===== config.mk =====
export PLATFORM = sky130hd
export DESIGN_NAME = obi_core_port_arbiter
export DESIGN_NICKNAME = d
export VERILOG_FILES = /design/src/rtl/obi_core_port_arbiter.sv
export SDC_FILE = /design/constraint.sdc
export NUM_CORES = 1
export LEC_CHECK = 0
export ABC_AREA = 1
export BUFFER_PORTS_ARGS = -buffer_cell sky130_fd_sc_hd__buf_2
export CAP_MARGIN = 25
export CORE_AREA = 2 2 123 125
export DETAILED_ROUTE_END_ITERATION = 6
export DIE_AREA = 0 0 125 127
export GPL_ROUTABILITY_DRIVEN = 0
export PLACE_DENSITY = 0.43
export SYNTH_ARGS = -nofsm -noshare
export SYNTH_HDL_FRONTEND = slang
export SYNTH_SLANG_ARGS = --single-unit
export TNS_END_PERCENT = 5

===== constraint.sdc =====
create_clock -name clk_i -period 3.1 [get_ports clk_i]
set_input_delay 0.155 -clock clk_i [delete_from_list [all_inputs] [get_ports clk_i]]
set_output_delay 0.155 -clock clk_i [all_outputs]
set_load 0.03 [all_outputs]

===== src/rtl/obi_core_port_arbiter.sv =====
// Two-port OBI arbiter merging core instruction (port 0) and data (port 1) onto one bus.
// Define OBI_ARB_DATA_FIXED_PRIO_EN to give the data port fixed priority instead of round-robin.
package obi_core_port_arbiter_pkg;
  typedef struct packed {
    logic        req;
    logic [31:0] addr;
    logic        we;
    logic [3:0]  be;
    logic [31:0] wdata;
  } obi_req_t;

  typedef struct packed {
    logic        gnt;
    logic        rvalid;
    logic [31:0] rdata;
  } obi_resp_t;
endpackage

module obi_core_port_arbiter
  import obi_core_port_arbiter_pkg::*;
#(
  parameter int unsigned MAX_OUTSTANDING = 2
) (
  input  logic      clk_i,
  input  logic      rst_i,
  input  obi_req_t  instr_req_i,
  output obi_resp_t instr_resp_o,
  input  obi_req_t  data_req_i,
  output obi_resp_t data_resp_o,
  output obi_req_t  mst_req_o,
  input  obi_resp_t mst_resp_i,
  output logic      idle_o,
  output logic      resp_err_o
);

  localparam int unsigned PtrW = (MAX_OUTSTANDING > 1) ? $clog2(MAX_OUTSTANDING) : 1;
  localparam int unsigned CntW = $clog2(MAX_OUTSTANDING + 1);
  localparam logic [CntW-1:0] CntMax  = CntW'(MAX_OUTSTANDING);
  localparam logic [PtrW-1:0] PtrLast = PtrW'(MAX_OUTSTANDING - 1);

  logic                       rr_q;
  logic                       lock_q;
  logic                       sel_q;
  logic                       resp_err_q;
  logic [CntW-1:0]            count_q;
  logic [PtrW-1:0]            wptr_q;
  logic [PtrW-1:0]            rptr_q;
  logic [MAX_OUTSTANDING-1:0] fifo_q;

  logic sel;
  logic sel_req;
  logic full;
  logic empty;
  logic mst_valid;
  logic grant;
  logic pop;
  logic head;

  function automatic logic [PtrW-1:0] ptr_next(input logic [PtrW-1:0] p);
    return (p == PtrLast) ? '0 : p + 1'b1;
  endfunction

  // sel: 0 = instr port, 1 = data port
  always_comb begin
    sel = 1'b0;
    if (lock_q) begin
      sel = sel_q;
    end else begin
`ifdef OBI_ARB_DATA_FIXED_PRIO_EN
      sel = data_req_i.req;
`else
      if (instr_req_i.req && data_req_i.req) sel = ~rr_q;
      else                                   sel = data_req_i.req;
`endif
    end
  end

  assign sel_req   = sel ? data_req_i.req : instr_req_i.req;
  assign full      = (count_q == CntMax);
  assign empty     = (count_q == '0);
  assign mst_valid = sel_req & ~full & ~rst_i;
  assign grant     = mst_resp_i.gnt & mst_valid;
  assign pop       = mst_resp_i.rvalid & ~empty & ~rst_i;
  assign head      = fifo_q[rptr_q];

  always_comb begin
    mst_req_o     = sel ? data_req_i : instr_req_i;
    mst_req_o.req = mst_valid;
  end

  always_comb begin
    instr_resp_o.gnt    = grant & ~sel;
    instr_resp_o.rvalid = pop & ~head;
    instr_resp_o.rdata  = mst_resp_i.rdata;
    data_resp_o.gnt     = grant & sel;
    data_resp_o.rvalid  = pop & head;
    data_resp_o.rdata   = mst_resp_i.rdata;
  end

  assign idle_o     = empty & ~instr_req_i.req & ~data_req_i.req;
  assign resp_err_o = resp_err_q;

  always_ff @(posedge clk_i or posedge rst_i) begin
    if (rst_i) begin
      rr_q       <= 1'b1;
      lock_q     <= 1'b0;
      sel_q      <= 1'b0;
      resp_err_q <= 1'b0;
      count_q    <= '0;
      wptr_q     <= '0;
      rptr_q     <= '0;
      fifo_q     <= '0;
    end else begin
      resp_err_q <= mst_resp_i.rvalid & empty;
      if (grant) begin
        fifo_q[wptr_q] <= sel;
        wptr_q         <= ptr_next(wptr_q);
        rr_q           <= sel;
      end
      if (pop) rptr_q <= ptr_next(rptr_q);
      unique case ({grant, pop})
        2'b10:   count_q <= count_q + 1'b1;
        2'b01:   count_q <= count_q - 1'b1;
        default: count_q <= count_q;
      endcase
      // Hold the pick while a request waits for gnt so the address stays stable.
      if (mst_valid && !mst_resp_i.gnt) begin
        lock_q <= 1'b1;
        sel_q  <= sel;
      end else begin
        lock_q <= 1'b0;
      end
    end
  end

endmodule


# Word-level counts from Yosys, hierarchy flattened
# Index checks and enable logic that the tools add are counted.
word_totals:
  ff_bits: 10
  inputBits: 176
  out_inout_bits: 140
  word_cells: 57
classes:
  n_addsub: 4
  n_lt_le_gt_ge: 3
  n_eq_ne: 3
  mux: 13
  bitwise: 20
  reduce_logical: 6
op_table:
  columns: ["operator", "count"]
  rows:
  - ["$mux W69", 1]
  - ["$and A1 B1 Y1", 12]
  - ["$mux W1", 9]
  - ["$not A1 Y1", 8]
  - ["$eq A2 B2 Y1 const B", 2]
  - ["$lt A1 B2 Y1 const B", 2]
  - ["$pmux W2 S2", 1]
  - ["$logic_and A1 B1 Y1", 3]
  - ["$add A1 B1 Y1 const B", 2]
  - ["$add A2 B1 Y2 const B", 1]
  - ["$bwmux W2", 1]
  - ["$eq A2 B1 Y1 const B", 1]
  - ["$logic_not A2 Y1", 1]
  - ["$reduce_bool A2 Y1", 1]
  - ["$sub A2 B1 Y2 const B", 1]
  - ["$demux W1 S1", 1]
  - ["$ge A1 B1 Y1 const B", 1]
  - ["$logic_not A1 Y1", 1]

# Logic depth before layout (Yosys ltp)
# Gate-level depths: netlist of the first run.
depth:
  word_depth: 9
  ltp_mapped: 9
  depth_no_buf: 9

# Worst setup path after synthesis of the first run
# No wires, ideal clock.
synth_timing:
  path_type: "reg-to-reg"
  from: "reg rr_q"
  to: "reg count_q[1]"
  setup_ns: 0.124
  t_arrival_ns: 1.527
  required_time_ns: 2.976
  slack_ns: 1.448
  path_stages_with_launch: 9
  path_buffers: 0
  synth_period_minus_slack_ns: 1.652
  path_cell_list: "dfstp_2 nand2_1 nand3_1 nand3_2 nand3_4 ha_1 a21oi_1 o21ai_0 xnor2_1"
synth_via:
  elab_chain_cells: 9
  word_cells_on_any_way: 11
  classes_between: "eq/ne: 2; mux: 4; bitwise: 4; reduce/logical: 1"
synth_rtl:
  columns: ["item", "line_no", "rtl"]
  rows:
  - ["start: declaration", "41", "logic rr_q;"]
  - ["start signal: assignment", "118", "rr_q <= sel;"]
  - ["$not A1 Y1 *", "72", "if (instr_req_i.req && data_req_i.req) sel = ~rr_q;"]
  - ["$mux W1 *", "72", null]
  - ["$mux W1 *", "66", "if (lock_q) begin"]
  - ["$mux W1 *", "78", "assign sel_req = sel ? data_req_i.req : instr_req_i.req;"]
  - ["$and A1 B1 Y1 * (2 in a row)", "81", "assign mst_valid = sel_req & ~full & ~rst_i;"]
  - ["$and A1 B1 Y1 *", "82", "assign grant = mst_resp_i.gnt & mst_valid;"]
  - ["$eq A2 B1 Y1 or $eq A2 B2 Y1 (tied branches)", "121", "unique case ({grant, pop})"]
  - ["$pmux W2 S2 or $reduce_bool A2 Y1 (tied branches)", null, null]
  - ["end signal: assignment", "122", "2'b10: count_q <= count_q + 1'b1;"]
  - ["end signal: assignment", "123", "2'b01: count_q <= count_q - 1'b1;"]
  - ["end signal: assignment", "124", "default: count_q <= count_q;"]
  - ["end: declaration", "45", "logic [CntW-1:0] count_q;"]
# Every way passes the cells marked *; elsewhere a longest branch is shown, timed or not.
# A chain may end at the register's enable or synchronous reset.

# Worst setup path in the final report of the first run
layout_timing:
  from: "in rst_i"
  to: "reg count_q[1]"
layout_via:
  elab_chain_cells: 5
  word_cells_on_any_way: 8
  classes_between: "eq/ne: 2; mux: 1; bitwise: 4; reduce/logical: 1"
layout_rtl:
  columns: ["item", "line_no", "rtl"]
  rows:
  - ["start: declaration", "25", "input logic rst_i,"]
  - ["$not A1 Y1 *", "81, 83", null]
  - ["$and A1 B1 Y1", "81", null]
  - ["$and A1 B1 Y1", "82", null]
  - ["$eq A2 B1 Y1 or $eq A2 B2 Y1 (tied branches)", "121", null]
  - ["$pmux W2 S2 or $reduce_bool A2 Y1 (tied branches)", null, null]
# Marks and branches as above.

==> reports/metrics.cfg, run 1 <==
[sta]
worst_slew_pin_slew_ns=0.7297
min_period_over_period_pct=70.01
fin_tns_setup_ns=0
fmax_mhz=460.8
drv_slew=0
setup_viol=0
rsz0062_at_grt=false
slew_headroom_pct=51.35
finalCriticalPeriod_ns=2.170
fin_worst_skew_ns=0.002132
fin_ws_ns=0.9298
finalHoldViolCount=0

[logic_synthesis]
synthMostInstantiatedCell=nand2_1
yosys.area.top_type=nand2_1
synth_seq_cells=10
syn_area_mm2=0.001934
synthTopCellsByCount=nand2_1, buf_4, inv_1
syn_nets=530
avgSynthCellArea_um2=5.480
synthArstFlopShare_pct=100.0
synthFlopType=dfrtp_1
synth_cells=353
yosys-top-cells-area=nand2_1, buf_4, dfrtp_1, buf_6, inv_1
yosysTopAreaCellShare_pct=42.88
synth-seq-area-share_pct=13.00
synth_cell_types=27
synth_enable_flop_cells=0
synth-warning-count=0

[route]
wire_per_inst_um=9.691
drtAntennaViolNets=0
via_per_inst=3.559
initialDrtViolationCount=43
num_vias=2431
drt_wl_total_um=6619
drtPass1Iterations=4
drc=0

[placed_design]
dpl.hpwl_um=5272
place_inst=678
place_area_mm2=0.002666
io_buffers=219
pre_cts_slack_ns=1.160

[power_and_ir_drop]
power.internal_uw=771.4
pwr-share-comb_pct=72.8
ir_drop_mv=0.2116
power_frac_seq_pct=13.0
power.density_mw_per_mm2=649.2
p_sw_mw=1.024
p_sw_share_pct=57.03
power_leakage_nw=1.843
clkPwrFrac_pct=14.2

[floorplan]
chipWidth_um=125
fp.dieH_um=127
num_rows=44
floorplan.initialDensity_pct=13.41
dieArea_mm2=0.01588
fp.coreArea_mm2=0.01442
pin_count=316

[cts]
post-cts-setup-buffers=0
cts_max_level=1
cts_made_buffers=3
clock-sinks=10
hold_buffers=1
clockBufferDepth=2
cts.repair.resized=0
insertion_delay_ns=0.24
cts_tree=done
clkTransAtPathRegs_ns=0.04
root_buffer=clkbuf_16

[critical_path]
cpLargestDelayFamily=buffers and inverters
slowest_stage=dlygate4sd3_1
start_kind=input pin
path_cells=dlygate4sd3_1 -> buf_2 -> inv_1 -> nand2_2 -> nor2_4 -> nand3_4 -> ha_1 -> a21oi_1 -> o21ai_0 -> xnor2_1
cp_data_required_time_ns=3.22
worst_path_largest_cell_delay_ns=0.55
cp_num_buf_inv=3
path_max_fanout=12
end_kind=flop
worstSetupPathType=in2reg
arrival_ns=2.29

[layout]
layoutNonFillerInstCount=683
area_growth_pct=42.95
final_util_pct=19.17
stdcell_area_mm2=0.002765
antenna_cells=0
drive_above_1_share_pct=47.09
nFillCells=1695
fin_nets=677

[status]
status=finished clean

[grt]
grt.overflow.total=0
use_met2_pct=13.27
grt_start_max_net_pins=73
antenna_found_initial=0
first_global_vias=2151
grt.busiest_layer=met2
use_met1_pct=7.977
grt_pass1_wl_um=9666
grt_usage_pct=7.305
met3_usage_pct=2.638

[worst_hold_path]
hp-class=in2reg

[flow_run]
max-cap-violations=0

## layer usage
metal | vias up | wire, µm
met2 | 186 | 3129
li1 | 1278 | -
met3 | 12 | 867
met5 | - | 0
met1 | 955 | 2528
met4 | 0 | 94
## registers in the layout (all words and copies together) (netlist names)
register and flops:
count_q 2, fifo_q 2, lock_q 1, resp_err_o 1, rptr_q 1, rr_q 1
sel_q 1, wptr_q 1
## metrics by stage
| step | total power [mW] | hold slack (ns) |
|---|---|---|
| final | 1.795 | 0.1430 |
| after global routing | 1.943 | 0.1829 |
| after CTS | 1.824 | 0.1394 |
| after detailed placement | 1.561 | 0.1923 |
| after global placement | 1.574 | 0.2012 |
| after floorplan | 1.364 | 0.01843 |
## layout by cell type, fill, tap and decap left out
cell,count
inv_1,11
nand3b_1,1
clkbuf_16,3
or2_2,1
inv_4,1
ha_1,1
nand3_2,1
dfrtp_1,9
nand4_1,2
nand3_4,1
inv_2,1
nand2_2,1
a21oi_1,1
dlygate4sd3_1,1
xor2_1,1
nor2_2,2
buf_4,1
nand3_1,2
nand2_1,221
nor3_1,1
buf_2,219
nor2_1,7
clkbuf_8,1
o21ai_0,2
o21ai_1,2
nand2_4,1
nor2_4,1
dfstp_2,1
xnor2_1,2
## power groups by stage
stage / Sequential [mW] / Combinational (mW) / Clock (mW)
after detailed placement: 0.235 / 1.33 / 0
after global routing: 0.240 / 1.43 / 0.272
after global placement: 0.235 / 1.34 / 0
final: 0.233 / 1.31 / 0.254
after floorplan: 0.233 / 1.13 / 0
after CTS: 0.234 / 1.33 / 0.259
## tightest hold or removal path, stage by stage
cell	delay [ns]
buf_2	0.10
inv_1	0.05
nor2_1	0.04
## kinds of logic (layout without fill, tap and decap cells)
group | after synthesis | count (layout) | share of synthesized area [%]
compound gates | 5 | 5 | 1.293
simple gates | 242 | 242 | 49.94
fa+ha+maj | 1 | 1 | 0.6467
buf+inv | 92 | 238 | 33.76
flops | 10 | 10 | 13.00
xor+xnor | 3 | 3 | 1.359
## worst paths after layout
path                                startpoint  depth (start not counted)          to  slack [ns]
min in group asynchronous                rst_i                          3      rptr_q        0.50
worst min-delay path            mst_resp_i[32]                          3  resp_err_o        0.14
max in group asynchronous                rst_i                          3        rr_q        2.25
worst max register to register            rr_q                          8  count_q[1]        1.34
worst min register to register            rr_q                          2        rr_q        0.47
worst max-delay path                     rst_i                         10  count_q[1]        0.93
## layout make-up
type / count / area [µm²] / area share (%)
well taps: 184 / 230.2 / 8.326
repair buffers: 221 / 1114 / 40.27
clock buffers: 4 / 88.84 / 3.213
inverters: 13 / 51.30 / 1.855
flip-flops and latches: 10 / 251.5 / 9.095
multi-input cells: 251 / 1030 / 37.24
No activity file was read; power rests on OpenSTA's default activity.
==> inputs of run 2 (changes only) <==
Clock period 3.1 ns to 2.04 ns, I/O delays scaled along.
==> reports/metrics.cfg, run 2 (synthesis results as in run 1) <==
[power_and_ir_drop]
p_sw_share_pct=56.35  ; was 57.03%
pwr-share-comb_pct=73.5  ; was 72.8%
power_leakage_nw=1.878  ; was 1.843 nW
power.density_mw_per_mm2=988.7  ; was 649.2 mW/mm²
power_frac_seq_pct=12.7  ; was 13.0%
ir_drop_mv=0.2784  ; was 0.2116 mV
power.internal_mw=1.223  ; was 771.4 µW
clkPwrFrac_pct=13.8  ; was 14.2%
p_sw_mw=1.579  ; was 1.024 mW

[critical_path]
slowest_stage=dlygate4sd3_1  ; unchanged
arrival_ns=1.98  ; was 2.29 ns
cp_data_required_time_ns=2.16  ; was 3.22 ns
worst_path_largest_cell_delay_ns=0.53  ; was 0.55 ns
start_kind=input pin  ; unchanged
cpLargestDelayFamily=buffers and inverters  ; unchanged
worstSetupPathType=in2reg  ; unchanged
path_cells=dlygate4sd3_1 -> buf_2 -> inv_1 -> nand2_2 -> nor2_4 -> nand3_4 -> ha_1 -> a21oi_1 -> o21ai_0 -> xnor2_1  ; unchanged
path_max_fanout=8  ; was 12
end_kind=flop  ; unchanged
cp_num_buf_inv=3  ; unchanged

[layout]
drive_above_1_share_pct=47.62  ; was 47.09%
reg.largest.list=count_q (2), fifo_q (2)  ; unchanged
layoutNonFillerInstCount=688  ; was 683
fin_nets=682  ; was 677
area_growth_pct=46.51  ; was 42.95%
nFillCells=1718  ; was 1695
final_cell_mix=nand2_1, buf_2, inv_1  ; unchanged
antenna_cells=0  ; unchanged
multi_input_area_mm2=0.001030  ; unchanged
seqCellArea_um2=251.5  ; unchanged
mostFrequentLayoutCell=nand2_1  ; unchanged

[route]
wire_per_inst_um=9.940  ; was 9.691 µm
drt_wl_total_um=6839  ; was 6619 µm
drc=0  ; unchanged
drtPass1Iterations=4  ; unchanged
num_vias=2435  ; was 2431
initialDrtViolationCount=62  ; was 43
via_per_inst=3.539  ; was 3.559
drtAntennaViolNets=0  ; unchanged

[floorplan]
fp.dieH_um=127  ; unchanged
pin_count=316  ; unchanged
floorplan.initialDensity_pct=13.41  ; unchanged
dieArea_mm2=0.01588  ; unchanged
fp.coreArea_mm2=0.01442  ; unchanged
num_rows=44  ; unchanged
chipWidth_um=125  ; unchanged

[placed_design]
dpl.hpwl_um=5768  ; was 5272 µm
place_inst=683  ; was 678
io_buffers=219  ; unchanged

[sta]
finalCriticalPeriod_ns=1.860
fin_tns_setup_ns=0  ; unchanged
worst_slew_pin_slew_ns=0.3428  ; was 0.7297 ns
min_period_over_period_pct=91.17
setup_viol=0  ; unchanged
drv_slew=0  ; unchanged
finalHoldViolCount=0  ; unchanged
fin_worst_skew_ns=0.001619  ; was 0.002132 ns
slew_headroom_pct=77.15  ; was 51.35%
fmax_mhz=537.7
rsz0062_at_grt=false  ; unchanged

[cts]
clkTransAtPathRegs_ns=0.04  ; about the same
root_buffer=clkbuf_16  ; unchanged
cts_tree=done  ; unchanged
post-cts-setup-buffers=0  ; unchanged
insertion_delay_ns=0.24  ; about the same
clockBufferDepth=2  ; unchanged
clock-sinks=10  ; unchanged
cts_made_buffers=3  ; unchanged
cts_max_level=1  ; unchanged

[grt]
met3_usage_pct=3.308  ; was 2.638%
use_met1_pct=8.153  ; was 7.977%
use_met2_pct=14.10  ; was 13.27%
grt_start_max_net_pins=48  ; was 73
first_global_vias=2240  ; was 2151
grt_usage_pct=7.739  ; was 7.305%
antenna_found_initial=0  ; unchanged
grt.busiest_layer=met2  ; unchanged
grt_pass1_wl_um=10230  ; was 9666 µm
grt.overflow.total=0  ; unchanged

[flow_run]
max-cap-violations=0  ; unchanged

[worst_hold_path]
hp-class=in2reg  ; unchanged

[status]
status=finished clean  ; unchanged

run 2: changes by cell type in the layout (fill, tap and decap cells not counted), sizes merged:
cell,previous run,this run
buf,220,225
run 2: routing by layer:
metal,share of wire [%],vias to the layer above
li1,-,1288
met1,37,950
met2,48,186
met3,14,11
met4,1.3,0
met5,0,-
run 2: area by class of cell:
| class | count | share of cell area (%) |
|---|---|---|
| Sequential cell | 10 | 8.874 |
| Clock buffer | 4 | 3.135 |
| Inverter | 13 | 1.898 |
| Tap cell | 184 | 8.124 |
| Multi-Input combinational cell | 251 | 36.34 |
| Timing Repair Buffer | 226 | 41.63 |
run 2: final timing paths:
kind	startpoint	endpoint	slack (ns)	cells after the start
worst max-delay path	rst_i	count_q[1]	0.18	10
worst min-delay path	mst_resp_i[32]	resp_err_o	0.09	3
worst max register to register	rr_q	count_q[1]	0.28	8
worst min register to register	rr_q	rr_q	0.47	2
max in group asynchronous	rst_i	rr_q	1.27	4
min in group asynchronous	rst_i	count_q[1]	0.32	3
run 2: through the flow:
| step | power [mW] | hold WS (ns) | setup WS, ns | util [%] | area (µm²) |
|---|---|---|---|---|---|
| 2_1_floorplan | 2.073 | -0.03457 | 0.3885 | - | 1934 |
| 3_3_place_gp | 2.454 | 0.01285 | 0.2821 | 18.92 | 2729 |
| 3_5_place_dp | 2.447 | 0.01213 | 0.2778 | 18.92 | 2729 |
| 4_1_cts | 2.849 | 0.08465 | 0.1017 | 19.60 | 2828 |
| 5_1_grt | 3.047 | 0.1005 | 0.03827 | 19.65 | 2834 |
| 6_report | 2.802 | 0.08885 | 0.1801 | 19.65 | 2834 |
run 2: repair_timing:
item / 4_1_cts / 5_1_grt
setup endpoints to repair: 0 / 16
hold endpoints to repair: 2 / 0
gates resized for setup: 0 / 2
hold buffers: 1 / 0
run 2: power by group through the flow:
stage          Clock [mW]  Combinational, mW  Sequential (mW)
4_1_cts             0.395               2.10            0.356
3_5_place_dp            0               2.09            0.358
5_1_grt             0.414               2.27            0.367
3_3_place_gp            0               2.10            0.357
2_1_floorplan           0               1.72            0.355
6_report            0.386               2.06            0.356
run 2: worst reg2reg max path, stage by stage, from the launching register on:
cell and delay, ns:
dfstp_2 0.52, nand2_1 0.04, nand3_1 0.15, nand3_2 0.17
nand3_4 0.15, ha_1 0.27, a21oi_1 0.11, o21ai_0 0.11
xnor2_1 0.13
==> inputs of run 3 (changes only) <==
Settings changed: ABC_AREA 1 to not set.
==> reports/metrics.cfg, run 3 <==
[logic_synthesis]
synth_enable_flop_cells=0  ; unchanged
synthMostInstantiatedCell=nand2_1  ; unchanged
synth-warning-count=0  ; unchanged
synthArstFlopShare_pct=100.0  ; unchanged
synth_seq_cells=10  ; unchanged
syn_nets=509  ; was 530
avgSynthCellArea_um2=5.615  ; was 5.480 µm²
yosys.area.top_type=nand2_1  ; unchanged
synth-seq-area-share_pct=13.49  ; was 13.00%
synthFlopType=dfrtp_1  ; unchanged
synth_cells=332  ; was 353
yosysTopAreaCellShare_pct=42.08  ; was 42.88%
syn_area_mm2=0.001864  ; was 0.001934 mm²
yosys-top-cells-area=nand2_1, buf_4, dfrtp_1, buf_2, xnor2_1  ; was nand2_1, buf_4, dfrtp_1, buf_6, inv_1
synth_cell_types=27  ; unchanged
synthTopCellsByCount=nand2_1, buf_4, dfrtp_1  ; was nand2_1, buf_4, inv_1

[sta]
fin_worst_skew_ns=0.001617  ; was 0.001619 ns
fin_tns_setup_ns=0  ; unchanged
worst_slew_pin_slew_ns=0.3090  ; was 0.3428 ns
drv_slew=0  ; unchanged
setup_viol=0  ; unchanged
finalCriticalPeriod_ns=1.885  ; was 1.860 ns
finalHoldViolCount=0  ; unchanged
min_period_over_period_pct=92.42  ; was 91.17%
holdWs_ns=0.09775  ; was 0.08885 ns
slew_headroom_pct=79.31  ; was 77.15%
fmax_mhz=530.4  ; was 537.7 MHz
fin_ws_ns=0.1546  ; was 0.1801 ns
rsz0062_at_grt=false  ; unchanged

[route]
wire_per_inst_um=11.27  ; was 9.940 µm
num_vias=2441  ; was 2435
drtPass1Iterations=4  ; unchanged
initialDrtViolationCount=81  ; was 62
via_per_inst=3.676  ; was 3.539
drc=0  ; unchanged
drtAntennaViolNets=0  ; unchanged
drt_wl_total_um=7484  ; was 6839 µm

[layout]
area_growth_pct=50.74  ; was 46.51%
mostFrequentLayoutCell=buf_2  ; was nand2_1
drive_above_1_share_pct=50.21  ; was 47.62%
fin_nets=658  ; was 682
final_cell_mix=buf_2, nand2_1, dfrtp_1  ; was nand2_1, buf_2, inv_1
multi_input_area_mm2=0.001041  ; was 0.001030 mm²
nFillCells=1672  ; was 1718
reg.largest.list=count_q (2), fifo_q (2)  ; unchanged
seqCellArea_um2=252.7  ; was 251.5 µm²
antenna_cells=0  ; unchanged

[critical_path]
slowest_stage=dfrtp_2  ; was dlygate4sd3_1
cp_data_required_time_ns=1.94  ; was 2.16 ns
rr_endpoint=count_q[1]  ; unchanged
end_kind=output port  ; was flop
path_max_fanout=71  ; was 8
cpLargestDelayFamily=buffers and inverters  ; unchanged
worstSetupPathType=reg2out  ; was in2reg
worst_path_largest_cell_delay_ns=0.39  ; was 0.53 ns
timing.rr.start=lock_q  ; was rr_q
start_kind=flop  ; was input pin
cp_common_cell=nand2_1
cp_num_buf_inv=2  ; was 3
ff2ff_setup_slack_ns=0.31  ; was 0.28 ns
arrival_ns=1.78  ; was 1.98 ns
worst-r2r-cell-count=6  ; was 8
path_cells=and2b_2 -> a22oi_2 -> clkbuf_16 -> nand2_1 -> nand2_1 -> buf_2  ; was dlygate4sd3_1 -> buf_2 -> inv_1 -> nand2_2 -> nor2_4 -> nand3_4 -> ha_1 -> a21oi_1 -> o21ai_0 -> xnor2_1

[floorplan]
floorplan.initialDensity_pct=12.93  ; was 13.41%
pin_count=316  ; unchanged
num_rows=44  ; unchanged
fp.dieH_um=127  ; unchanged
dieArea_mm2=0.01588  ; unchanged
fp.coreArea_mm2=0.01442  ; unchanged
chipWidth_um=125  ; unchanged

[cts]
cts_made_buffers=3  ; unchanged
post-cts-setup-buffers=0  ; unchanged
cts_tree=done  ; unchanged
clkTransAtPathRegs_ns=0.04  ; about the same
cts_max_level=1  ; unchanged
clockBufferDepth=2  ; unchanged
root_buffer=clkbuf_16  ; unchanged
clock-sinks=10  ; unchanged
insertion_delay_ns=0.24  ; about the same

[power_and_ir_drop]
p_total_mw=2.944  ; was 2.802 mW
power_leakage_nw=1.801  ; was 1.878 nW
power.density_mw_per_mm2=1048  ; was 988.7 mW/mm²
ir_drop_mv=0.3243  ; was 0.2784 mV

[worst_hold_path]
hold_path_depth=2  ; was 3
hp-class=in2reg  ; unchanged
worstHoldStart=mst_resp_i[32]  ; unchanged
whs_endpoint=resp_err_o  ; unchanged

[flow_run]
max-cap-violations=0  ; unchanged

[grt]
grt.overflow.total=0  ; unchanged
grt_pass1_wl_um=10940  ; was 10230 µm
grt_start_max_net_pins=72  ; was 48
grt_usage_pct=8.393  ; was 7.739%
antenna_found_initial=0  ; unchanged
first_global_vias=2307  ; was 2240

[placed_design]
pre_cts_slack_ns=0.2875  ; was 0.2778 ns
io_buffers=219  ; unchanged
dpl.hpwl_um=6122  ; was 5768 µm

[status]
status=finished clean  ; unchanged

==> run 3: repair_timing <==
item | in CTS | in global routing
hold buffers | 1 | 0
gates resized for setup | 0 | 3
endpoints found under the setup margin | 0 | 3
endpoints found under the hold margin | 3 | 0
==> run 3: report_power, final <==
part / switching (mW) / internal [mW] / total [mW]
Combinational: 1.46 / 0.711 / 2.17
Clock: 0.0967 / 0.295 / 0.392
Sequential: 0.0899 / 0.296 / 0.386
Total: 1.64 / 1.30 / 2.94
==> run 3: worst max path at each step <==
stage               startpoint  slack, ns         endpoint  cells after the start
floorplan               lock_q       0.28       count_q[1]                      6
global placement        lock_q       0.32       count_q[1]                      6
detailed placement      lock_q       0.29       count_q[1]                      6
CTS                      rst_i       0.08  data_resp_o[33]                      8
global route            lock_q       0.05    mst_req_o[48]                      6
finish                  lock_q       0.15    mst_req_o[48]                      6
==> run 3: per-stage QoR <==
| step | std cells | utilization (%) | instance area [µm²] |
|---|---|---|---|
| after floorplan | 332 | - | 1864 |
| after CTS | 664 | 19.41 | 2800 |
| after global placement | 659 | 18.73 | 2701 |
| after detailed placement | 659 | 18.73 | 2701 |
| final | 664 | 19.48 | 2810 |
| after global routing | 664 | 19.48 | 2810 |
==> run 3: layer usage <==
metal | wire [µm] | share of wire [%] | vias up | GRT usage (%)
li1 | - | - | 1237 | -
met1 | 2584 | 35 | 999 | 8.278
met2 | 3852 | 51 | 196 | 17.17
met3 | 977 | 13 | 9 | 2.680
met4 | 70 | 0.94 | 0 | 1.438
met5 | 0 | 0 | - | 0
==> run 3: layout make-up <==
type / instances / share of cell area (%)
multi-input combinational: 239 / 37.04
timing repair buffer: 225 / 42.21
sequential: 10 / 8.994
clock buffer: 4 / 3.161
inverter: 2 / 0.4007
tap: 184 / 8.192
==> run 3: cells by family after synthesis <==
family / after synthesis / synth area share, %
AO/OA/AOI/OAI: 6 / 3.088
XOR/XNOR: 5 / 2.349
adder cells (fa/ha/maj): 1 / 0.6710
buffers and inverters: 83 / 30.67
flip-flops: 10 / 13.49
multiplexers: 5 / 3.154
AND/OR/NAND/NOR: 222 / 46.58
